[src/rtl/regex_stream_ctx_pkg.sv]
// Shared defaults, commit pipeline depth and saturating arithmetic for the
// regex stream context manager.
`timescale 1ns/1ps
package regex_ctx_pkg;

    localparam int STATE_W_DEF = 11;
    localparam int SID_W_DEF   = 6;
    localparam int CNT_W_DEF   = 16;
    localparam int PIPE_LAT    = 3;

    // Width must stay below 32 so the all-ones ceiling fits the 32-bit carrier.
    function automatic logic [31:0] sat_inc(input logic [31:0] value, input logic inc,
                                            input int width);
        logic [31:0] max_val;
        max_val = (32'd1 << width) - 32'd1;
        if (inc && (value != max_val)) begin
            return value + 32'd1;
        end
        return value;
    endfunction

endpackage

[src/rtl/regex_stream_ctx_if.sv]
// Packet-parser and DFA-side signals of the context manager, bundled so the
// parser/DFA environment and the context block share one declaration.
`timescale 1ns/1ps
interface regex_stream_ctx_if
    import regex_ctx_pkg::*;
#(
    parameter int STATE_W = STATE_W_DEF,
    parameter int SID_W   = SID_W_DEF
);
    logic               load_state;
    logic [SID_W-1:0]   stream_id;
    logic               enable;
    logic [7:0]         char_in;
    logic               char_in_vld;
    logic               eop;
    logic [7:0]         dfa_char;
    logic               dfa_char_vld;
    logic [STATE_W-1:0] dfa_state_in;
    logic               dfa_state_in_vld;
    logic [STATE_W-1:0] dfa_state_out;
    logic               dfa_accept;

    modport slave (
        input  load_state, stream_id, enable, char_in, char_in_vld, eop,
               dfa_state_out, dfa_accept,
        output dfa_char, dfa_char_vld, dfa_state_in, dfa_state_in_vld
    );

    modport master (
        output load_state, stream_id, enable, char_in, char_in_vld, eop,
               dfa_state_out, dfa_accept,
        input  dfa_char, dfa_char_vld, dfa_state_in, dfa_state_in_vld
    );
endinterface

[src/rtl/regex_stream_ctx_ram.sv]
// Simple dual-port RAM: one write port, one registered read port that
// returns the old contents when read and write hit the same address.
`timescale 1ns/1ps
module regex_ctx_ram #(
    parameter int W  = 8,
    parameter int AW = 6
) (
    input  logic          clk,
    input  logic          wr_en,
    input  logic [AW-1:0] wr_addr,
    input  logic [W-1:0]  wr_data,
    input  logic [AW-1:0] rd_addr,
    output logic [W-1:0]  rd_data
);
    logic [W-1:0] mem [0:(1<<AW)-1];

    always_ff @(posedge clk) begin
        if (wr_en) begin
            mem[wr_addr] <= wr_data;
        end
        rd_data <= mem[rd_addr];
    end
endmodule

[src/rtl/regex_stream_ctx.sv]
// Per-stream DFA context manager: restores/saves DFA state per stream id,
// registers the DFA interface and keeps global and per-stream match counts.
`timescale 1ns/1ps
module regex_stream_ctx
    import regex_ctx_pkg::*;
#(
    parameter int STATE_W = STATE_W_DEF,
    parameter int SID_W   = SID_W_DEF,
    parameter int CNT_W   = CNT_W_DEF
) (
    input  logic                clk,
    input  logic                rst_n,
    regex_stream_ctx_if.slave   bus,
    input  logic                clear_all,
    input  logic [SID_W-1:0]    rd_sid,
    output logic [CNT_W-1:0]    rd_count,
    output logic [CNT_W-1:0]    count,
    output logic                fired,
    output logic                protocol_err
);
    localparam int NUM_SID = 1 << SID_W;

    logic [PIPE_LAT-1:0] eop_pipe_reg;
    logic [SID_W-1:0]    sid_reg, pend_sid_reg, load_sid;
    logic                en_reg, pend_en_reg, pend_reg, load_en;
    logic                window, direct_load, load_go, commit, commit_wr, hit;
    logic                load_d1_reg, load_valid_reg, rd_valid_reg;
    logic [NUM_SID-1:0]  valid_reg;
    logic [STATE_W-1:0]  state_rd, state_r_reg;
    logic                accept_r_reg;
    logic [CNT_W-1:0]    cnt_rd, cnt_base_reg, count_reg, readback_rd;
    logic [CNT_W-1:0]    count_next, stream_cnt_next;
    logic                fired_reg, perr_reg;

    // A load arriving while a commit is in flight is parked and replayed once
    // the commit has written, so it observes the freshly saved context.
    always_comb begin
        window          = |eop_pipe_reg;
        direct_load     = bus.load_state && !window;
        load_go         = direct_load || (pend_reg && !window);
        load_sid        = direct_load ? bus.stream_id : pend_sid_reg;
        load_en         = direct_load ? bus.enable : pend_en_reg;
        commit          = eop_pipe_reg[PIPE_LAT-1] && !clear_all;
        commit_wr       = commit && en_reg;
        hit             = fired_reg | accept_r_reg;
        count_next      = CNT_W'(sat_inc(32'(count_reg), hit, CNT_W));
        stream_cnt_next = CNT_W'(sat_inc(32'(cnt_base_reg), hit, CNT_W));
    end

    regex_ctx_ram #(.W(STATE_W), .AW(SID_W)) u_state_ram (
        .clk(clk), .wr_en(commit_wr), .wr_addr(sid_reg), .wr_data(state_r_reg),
        .rd_addr(load_sid), .rd_data(state_rd)
    );

    regex_ctx_ram #(.W(CNT_W), .AW(SID_W)) u_cnt_ram (
        .clk(clk), .wr_en(commit_wr), .wr_addr(sid_reg), .wr_data(stream_cnt_next),
        .rd_addr(load_sid), .rd_data(cnt_rd)
    );

    // Second copy of the count RAM gives readback its own read port.
    regex_ctx_ram #(.W(CNT_W), .AW(SID_W)) u_readback_ram (
        .clk(clk), .wr_en(commit_wr), .wr_addr(sid_reg), .wr_data(stream_cnt_next),
        .rd_addr(rd_sid), .rd_data(readback_rd)
    );

    always_ff @(posedge clk or negedge rst_n) begin
        if (!rst_n) begin
            eop_pipe_reg         <= '0;
            sid_reg              <= '0;
            en_reg               <= 1'b0;
            pend_reg             <= 1'b0;
            pend_sid_reg         <= '0;
            pend_en_reg          <= 1'b0;
            load_d1_reg          <= 1'b0;
            load_valid_reg       <= 1'b0;
            rd_valid_reg         <= 1'b0;
            valid_reg            <= '0;
            state_r_reg          <= '0;
            accept_r_reg         <= 1'b0;
            cnt_base_reg         <= '0;
            count_reg            <= '0;
            fired_reg            <= 1'b0;
            perr_reg             <= 1'b0;
            bus.dfa_char         <= '0;
            bus.dfa_char_vld     <= 1'b0;
            bus.dfa_state_in     <= '0;
            bus.dfa_state_in_vld <= 1'b0;
        end else begin
            eop_pipe_reg         <= {eop_pipe_reg[PIPE_LAT-2:0], bus.eop};
            bus.dfa_char         <= bus.char_in;
            bus.dfa_char_vld     <= bus.char_in_vld;
            state_r_reg          <= bus.dfa_state_out;
            accept_r_reg         <= bus.dfa_accept;
            load_d1_reg          <= load_go;
            load_valid_reg       <= valid_reg[load_sid];
            rd_valid_reg         <= valid_reg[rd_sid];
            bus.dfa_state_in_vld <= load_d1_reg;

            if (load_go) begin
                sid_reg <= load_sid;
                en_reg  <= load_en;
            end

            if (bus.load_state && window) begin
                pend_reg     <= 1'b1;
                pend_sid_reg <= bus.stream_id;
                pend_en_reg  <= bus.enable;
                perr_reg     <= 1'b1;
            end else if (!window) begin
                pend_reg <= 1'b0;
            end

            // RAM data for a load lands one cycle later; invalid streams start fresh.
            if (load_d1_reg) begin
                bus.dfa_state_in <= load_valid_reg ? state_rd : '0;
                cnt_base_reg     <= load_valid_reg ? cnt_rd : '0;
            end

            if (clear_all || load_go || (commit && !en_reg)) begin
                fired_reg <= 1'b0;
            end else if (accept_r_reg) begin
                fired_reg <= 1'b1;
            end

            if (clear_all) begin
                count_reg <= '0;
                valid_reg <= '0;
            end else if (commit_wr) begin
                count_reg          <= count_next;
                valid_reg[sid_reg] <= 1'b1;
            end
        end
    end

    assign rd_count     = rd_valid_reg ? readback_rd : '0;
    assign count        = count_reg;
    assign fired        = fired_reg;
    assign protocol_err = perr_reg;

endmodule
[src/flat_wrapper.sv]
// flat-port wrapper written by rule: the top's interface ports become plain ports
module regex_stream_ctx_flat import regex_ctx_pkg::*;
#(
    parameter int STATE_W = STATE_W_DEF,
    parameter int SID_W   = SID_W_DEF,
    parameter int CNT_W   = CNT_W_DEF
)
  (clk, rst_n, clear_all, rd_sid, rd_count, count, fired, protocol_err, bus_load_state, bus_stream_id, bus_enable, bus_char_in, bus_char_in_vld, bus_eop, bus_dfa_state_out, bus_dfa_accept, bus_dfa_char, bus_dfa_char_vld, bus_dfa_state_in, bus_dfa_state_in_vld);
  regex_stream_ctx_if #(.STATE_W(STATE_W), .SID_W(SID_W)) bus_i ();
  input  logic clk;
  input  logic rst_n;
  input  logic clear_all;
  input  logic [SID_W-1:0] rd_sid;
  output logic [CNT_W-1:0] rd_count;
  output logic [CNT_W-1:0] count;
  output logic fired;
  output logic protocol_err;
  input wire logic [$bits(bus_i.load_state)-1:0] bus_load_state;
  input wire logic [$bits(bus_i.stream_id)-1:0] bus_stream_id;
  input wire logic [$bits(bus_i.enable)-1:0] bus_enable;
  input wire logic [$bits(bus_i.char_in)-1:0] bus_char_in;
  input wire logic [$bits(bus_i.char_in_vld)-1:0] bus_char_in_vld;
  input wire logic [$bits(bus_i.eop)-1:0] bus_eop;
  input wire logic [$bits(bus_i.dfa_state_out)-1:0] bus_dfa_state_out;
  input wire logic [$bits(bus_i.dfa_accept)-1:0] bus_dfa_accept;
  output wire logic [$bits(bus_i.dfa_char)-1:0] bus_dfa_char;
  output wire logic [$bits(bus_i.dfa_char_vld)-1:0] bus_dfa_char_vld;
  output wire logic [$bits(bus_i.dfa_state_in)-1:0] bus_dfa_state_in;
  output wire logic [$bits(bus_i.dfa_state_in_vld)-1:0] bus_dfa_state_in_vld;
  assign bus_i.load_state = bus_load_state;
  assign bus_i.stream_id = bus_stream_id;
  assign bus_i.enable = bus_enable;
  assign bus_i.char_in = bus_char_in;
  assign bus_i.char_in_vld = bus_char_in_vld;
  assign bus_i.eop = bus_eop;
  assign bus_i.dfa_state_out = bus_dfa_state_out;
  assign bus_i.dfa_accept = bus_dfa_accept;
  assign bus_dfa_char = bus_i.dfa_char;
  assign bus_dfa_char_vld = bus_i.dfa_char_vld;
  assign bus_dfa_state_in = bus_i.dfa_state_in;
  assign bus_dfa_state_in_vld = bus_i.dfa_state_in_vld;
  regex_stream_ctx #(.STATE_W(STATE_W), .SID_W(SID_W), .CNT_W(CNT_W)) u_core (.clk(clk), .rst_n(rst_n), .bus(bus_i), .clear_all(clear_all), .rd_sid(rd_sid), .rd_count(rd_count), .count(count), .fired(fired), .protocol_err(protocol_err));
endmodule
[config.mk]
export PLATFORM = sky130hd
export DESIGN_NAME = regex_stream_ctx_flat
export DESIGN_NICKNAME = d
export VERILOG_FILES = /design/src/rtl/regex_stream_ctx_pkg.sv /design/src/rtl/regex_stream_ctx_if.sv /design/src/rtl/regex_stream_ctx_ram.sv /design/src/rtl/regex_stream_ctx.sv /design/src/flat_wrapper.sv
export SDC_FILE = /design/constraint.sdc
export NUM_CORES = 2
export LEC_CHECK = 0
export CAP_MARGIN = 40
export CELL_PAD_IN_SITES_DETAIL_PLACEMENT = 2
export CELL_PAD_IN_SITES_GLOBAL_PLACEMENT = 2
export CORE_AREA = 2 2 545 385
export DETAILED_ROUTE_END_ITERATION = 10
export DIE_AREA = 0 0 547 387
export HOLD_SLACK_MARGIN = 0.15
export PLACE_DENSITY_LB_ADDON = 0.1
export SLEW_MARGIN = 10
export SYNTH_ARGS = -nofsm -noshare
export SYNTH_HDL_FRONTEND = slang
export SYNTH_SLANG_ARGS = --single-unit
[constraint.sdc]
create_clock -name clk -period 12.6 [get_ports clk]
set_input_delay 1.26 -clock clk [delete_from_list [all_inputs] [get_ports clk]]
set_output_delay 1.26 -clock clk [all_outputs]
set_load 0.01 [all_outputs]
# [Word-level counts from Yosys, hierarchy flattened]
# Memories as Yosys holds them, arrays and structs flattened. A register that Yosys moved wholly into a read port is not among the register bits.
# Index checks and enable logic that the tools add are counted.
[totals] ff_bits=152 latchBits=0 ramBits=2752 rom_bits=0 input_bits=39 output_inout_bits=55 memories=3
[classes] add_sub_neg=2 n_mul=0 n_div=0 magnitude_cmp=4 eq_ne=3 shifts=0 muxes=27 bitwise=2 reduce_logical=20
[memory_table] name="u_core.u_cnt_ram.mem" words=64 word_bits=16 rd=1 rd_clocked_by_memory_dff=1 wr=1 line_no="regex_stream_ctx_ram.sv:15" text="logic [W-1:0] mem [0:(1<<AW)-1];"
[memory_table] name="u_core.u_readback_ram.mem" words=64 word_bits=16 rd=1 rd_clocked_by_memory_dff=1 wr=1 line_no="regex_stream_ctx_ram.sv:15"
[memory_table] name="u_core.u_state_ram.mem" words=64 word_bits=11 rd=1 rd_clocked_by_memory_dff=1 wr=1 line_no="regex_stream_ctx_ram.sv:15"
[op_table] cell="two-way mux 16 bit" count=8
[op_table] cell="two-way mux 64 bit" count=2
[op_table] cell="OR 64 bit" count=1
[op_table] cell="adder 16 x 1 -> 16 bit, second input constant" count=2
[op_table] cell="inequality test 16 bit, second input constant" count=2
[op_table] cell="< comparator 6 x 7 -> 1 bit, second input constant" count=3
[op_table] cell="binary-select mux 1 bit (select 6 bit)" count=2
[op_table] cell="two-way mux 1 bit" count=12
[op_table] cell="two-way mux 11 bit" count=1
[op_table] cell="logical AND 1 bit" count=9
[op_table] cell="demux 1 bit (select 6 bit)" count=1
[op_table] cell="greater-or-equal comparator 6 x 1 -> 1 bit, second input constant" count=1
[op_table] cell="two-way mux 6 bit" count=1
[op_table] cell="nonzero test 2 bit" count=3
[op_table] cell="logical NOT 1 bit" count=3
[op_table] cell="logical OR 1 bit" count=3
[op_table] cell="OR reduction 3 bit" count=1
[op_table] cell="inequality test 2 bit, second input constant" count=1
[op_table] cell="AND reduction 2 bit" count=1
[op_table] cell="OR 1 bit" count=1

# [Logic depth before layout (Yosys ltp)]
[depth] word_depth=7 mapped_depth=12 depth_no_buf=8

# [Cells and area by module]
# From an unflattened synthesis, not the netlist that was laid out.
[hier_totals] cells_unflattened=5633 hier_area_um2=114760.1
[modules_own_cells] module="regex_ctx_ram (u_core.u_cnt_ram ...)" instances=2 cells_each=1829 area_per_inst_um2=40042.2
[modules_own_cells] module="regex_ctx_ram (u_core.u_state_ram)" instances=1 cells_each=1279 area_per_inst_um2=27486.4
[modules_own_cells] module="regex_stream_ctx" instances=1 cells_each=696 area_per_inst_um2=7189.4

# [Worst setup path after synthesis]
# Ideal clock, no wire load.
[synth_timing] path_kind="reg-to-reg" start="reg u_core.cnt_base_reg[3]" end="mem u_core.u_readback_ram.mem[0][1] in the netlist's numbering, data pin" arrival_ns=3.709 required_ns=11.898 setup_slack_ns=8.189 stages_incl_launch_ff=5 synth_period_minus_slack_ns=4.411 cell_sequence="dfrtp_1 > and4_1 > nand4_1 > o32a_1 > o21ai_0"
[synth_via] elab_chain_cells=4
[synth_lines] element="start: declaration" line_no="regex_stream_ctx.sv:31" text="logic [CNT_W-1:0] cnt_rd, cnt_base_reg, count_reg, readback_rd;"
[synth_lines] element="start signal: assignment" line_no="regex_stream_ctx.sv:116" text="cnt_base_reg <= load_valid_reg ? cnt_rd : '0;"
[synth_lines] element="inequality test 16 bit" line_no="regex_stream_ctx_pkg.sv:16" text="if (inc && (value != max_val)) begin"
[synth_lines] element="logical AND 1 bit" line_no="regex_stream_ctx_pkg.sv:16"
[synth_lines] element="two-way mux 1 bit" line_no="regex_stream_ctx_pkg.sv:16"
[synth_lines] element="two-way mux 16 bit" line_no="regex_stream_ctx_pkg.sv:19" text="return value;"
[synth_lines] element="net u_core.stream_cnt_next[1]" line_no="regex_stream_ctx.sv:32" text="logic [CNT_W-1:0] count_next, stream_cnt_next;"
[synth_lines] element="end: declaration" line_no="regex_stream_ctx_ram.sv:15"
# The timed path passes the listed nets, and every way through them passes these cells.

# [Worst setup path after layout]
[layout_timing] start="in bus_load_state" end="reg u_core.u_cnt_ram.rd_data[7], read port of u_core.u_cnt_ram.mem"
[layout_via] elab_chain_cells=2
[layout_lines] element="start: declaration" line_no="flat_wrapper.sv:18" text="input wire logic [$bits(bus_i.load_state)-1:0] bus_load_state;"
[layout_lines] element="logical AND 1 bit" line_no="regex_stream_ctx.sv:39" text="direct_load = bus.load_state && !window;"
[layout_lines] element="two-way mux 6 bit" line_no="regex_stream_ctx.sv:41" text="load_sid = direct_load ? bus.stream_id : pend_sid_reg;"
[layout_lines] element="end: declaration" line_no="regex_stream_ctx_ram.sv:13" text="output logic [W-1:0] rd_data"
# Every way passes these cells.
# A chain may end at the register's enable or synchronous reset.

==> summary.txt <==
count leader, synth = edfxtp_1
Core Util, Final = 45.7%
max_slew headroom = 15.9%
clk_lat worst skew = 870 ps
Compound-Gate Fraction of Synth Area = 5.10%
count of different cell masters after synthesis = 47
DIE HEIGHT = 387 um
Ports = 94
P&R area growth vs syn = 15.0%
top post-synthesis cells by area = edfxtp_1, mux4_2, nand2_1
CTS sink cnt = 1923
Final period util = 45.8%
Setup TNS = 0 ps
Root Driver = clkbuf_16
share of layout cells above drive strength 1 = 19.3%
worst setup path startpoint = bus_load_state
sequential area share after synthesis = 68.9%
Placeable Area = 207000 sq um
Max Cap Viol = 0
status = complete, no violations
setup bufs post-CTS = 0
Mapped Nets = 5368
WS Path Type = input port to flop
DP Wirelength = 194000 um
pin count of the biggest net entering global routing = 128
CP Data Arrival Time = 6560 ps
Syn Inst Count = 5327
RSZ-0062 raised after global routing = no
Port Buf Inserts = 93
main combinational cell family by area after synthesis = multiplexers
post-route DRC violation count = 0
Sw Ratio = 28.6%
cts repair resizes = 0
Top cell by count, worst path = buf_4
Largest register FFs = 1024
Die Footprint = 212000 sq um
Initial DRC Count = 7852
clock share of power = 37.3%
Vias/cell = 6.44
Die Wd = 547 um
pwr dens = 167 nW/um^2
EDFF count, synth = 1728
Gate power share = 15.8%
Fin Hold WS = 455 ps
Clock Pin Slew Worst Setup and Hold Paths = 60 ps
adder-cell share of the synthesized area = 0.0305%
Worst-Margin Slew = 1260 ps
Total Wirelength = 332000 um
WL/cell = 39.4 um
Pleak = 31.5 nW
TritonRoute pass-1 iters = 5
worst r2r src = u_core.eop_pipe_reg[2]$_DFF_PN0_
initial core utilization = 39.8%
Sequential Area = 56600 sq um
nets = 5528
Netlist Area Pre-Place = 82100 sq um
Post-Synth Simple-Gate Area = 8.80%
grt total ovfl = 0
nature of the critical path endpoint = flop
Slowest Stage Delay on Critical Path = 820 ps
multiplexer share of the synthesized area = 14.7%
ys flop type = edfxtp_1
Hold Vio Cnt, Final = 0
vias in the first global route = 54800
Clock Skew = 50.9 ps
Synth Area in XOR/XNOR = 0.245%
Psw = 4.53 mW
Slew Limit Fails = 0
Reg power frac = 46.8%
CTS tree = built
GRT Overall Usage = 31.0%
fmax = 173 MHz
Hold Path Class = input port to async pin
Internal = 11.3 mW
Worst EP required = 13390 ps
DR vias = 54300
fin crit period = 5770 ps
Multi-input gate area = 24600 sq um
FILL cells = 19200
largest area contributor in the netlist = edfxtp_1
crit-path leading delay family = buffers and inverters
final setup fails = 0
share of the synthesized area in the top cell type = 63.2%
first-pass GRT wire length = 458000 um
Crit Path Max Fanout = 49
crit start category = input port
Yosys warnings = 0
Final Power = 15.8 mW
GPL Wtd Cong = 0.838
cts bufs inserted = 204
Yosys reg bits = 1923
CP Buf/Inv Count = 4
Avg Cell Area, Syn = 15.4 sq um
number of hold buffers added after CTS = 0
Synth top cells by count = edfxtp_1, nand2_1, mux4_2, nand3_1, mux2i_1
initial antenna violation count = 35
H-tree Lvls = 4
ys async rst share = 7.90%
ANT nets after route = 0
CTS max path bufs = 4
Cell Chain, Critical Path = clkdlybuf4s50_1 > nor4b_4 > buf_4 > mux2_8 > buf_4 > nor2_4 > buf_4 > a32oi_1 > a211oi_1 > a22o_1
Rows = 140
Max VDD drop = 0.000123 V
Crit-path slowest cell = buf_4
==> metal layers <==
| metal | up-vias | global-route usage [%] | part of all wire (%) |
|---|---|---|---|
| li1 | 21200 | - | - |
| met1 | 29900 | 47.1 | 45 |
| met2 | 2813 | 44.7 | 43 |
| met3 | 438 | 7.42 | 9.9 |
| met4 | 20 | 7.31 | 2.4 |
| met5 | - | 0 | 0.036 |
==> cells by family (layout without fill, tap and decap cells) <==
| logic type | Yosys count | count (layout) |
|---|---|---|
| DFF | 1923 | 1923 |
| and+or+nand+nor | 1722 | 1722 |
| muxes | 656 | 656 |
| AOI/OAI and AO/OA | 588 | 588 |
| buffers and inverters | 413 | 736 |
| xor gates and xnor gates | 23 | 23 |
| adders and majority gates | 2 | 2 |
| other | 0 | 8 |
==> worst register-to-register path, stage by stage (launching register included) <==
cell and delay [ps]:
dfrtp_1 510, nor4b_4 320, buf_4 320, mux2_8 590, buf_4 550, nor2_4 810, buf_4 850, a32oi_1 390
a211oi_1 810, a22o_1 240
==> power groups by stage <==
stage | Clock (mW) | Combinational (mW) | Sequential, mW
floorplan | 0 | 1.17 | 7.51
global placement | 0 | 2.30 | 7.55
detailed placement | 0 | 2.43 | 7.54
CTS | 5.98 | 2.44 | 7.40
global route | 6.20 | 2.59 | 7.41
finish | 5.90 | 2.50 | 7.41
==> path summary, 6_finish.rpt <==
kind,to,slack [ps],cells past startpoint
max in group asynchronous,u_core.bus.dfa_state_in[2]$_DFFE_PN0P_,10160,3
setup reg to reg,u_core.u_cnt_ram.rd_data[7]$_DFF_P_,7140,9
min in group clk,u_core.protocol_err$_DFFE_PN0P_,480,1
hold / removal,u_core.valid_reg[37]$_DFFE_PN0P_,460,1
hold reg to reg,u_core.protocol_err$_DFFE_PN0P_,480,1
setup / recovery,u_core.u_cnt_ram.rd_data[7]$_DFF_P_,6830,10
==> cell usage in the layout, fill, tap and decap left out, types with 43 or more instances in the layout <==
cell             Yosys  final
mux4_2             441    441
clkbuf_1           187     60
dfxtp_1             43     43
nand2_1           1081   1078
mux2i_1            201    198
clkbuf_16            0    208
a21o_1              46     45
a32oi_1            196    196
buf_4               19    187
dfrtp_1            152    139
clkdlybuf4s50_1      0     86
a31oi_1            113    113
edfxtp_1          1728   1728
nor2_4               2     78
a21oi_1             95     94
nor2_1             154     81
nand3_1            398    397
==> cell type report <==
class	count	area share (%)
well taps	2769	3.67
inverters	40	0.159
repair buffers	327	3.50
multi-input cells	2991	26.0
clock buffers	283	5.97
clock inverters	86	0.696
flip-flops and latches	1923	59.9
diodes	8	0.0212
==> stage by stage <==
stage | cells | setup WS [ps] | instance area [sq um]
after global routing | 8419 | 6830 | 94400
final | 8427 | 6830 | 94400
after global placement | 7992 | 4990 | 87100
after floorplan | 5327 | 8190 | 82100
after detailed placement | 8037 | 6040 | 87800
after CTS | 8406 | 6900 | 94100
No activity file was read; power rests on OpenSTA's default activity.
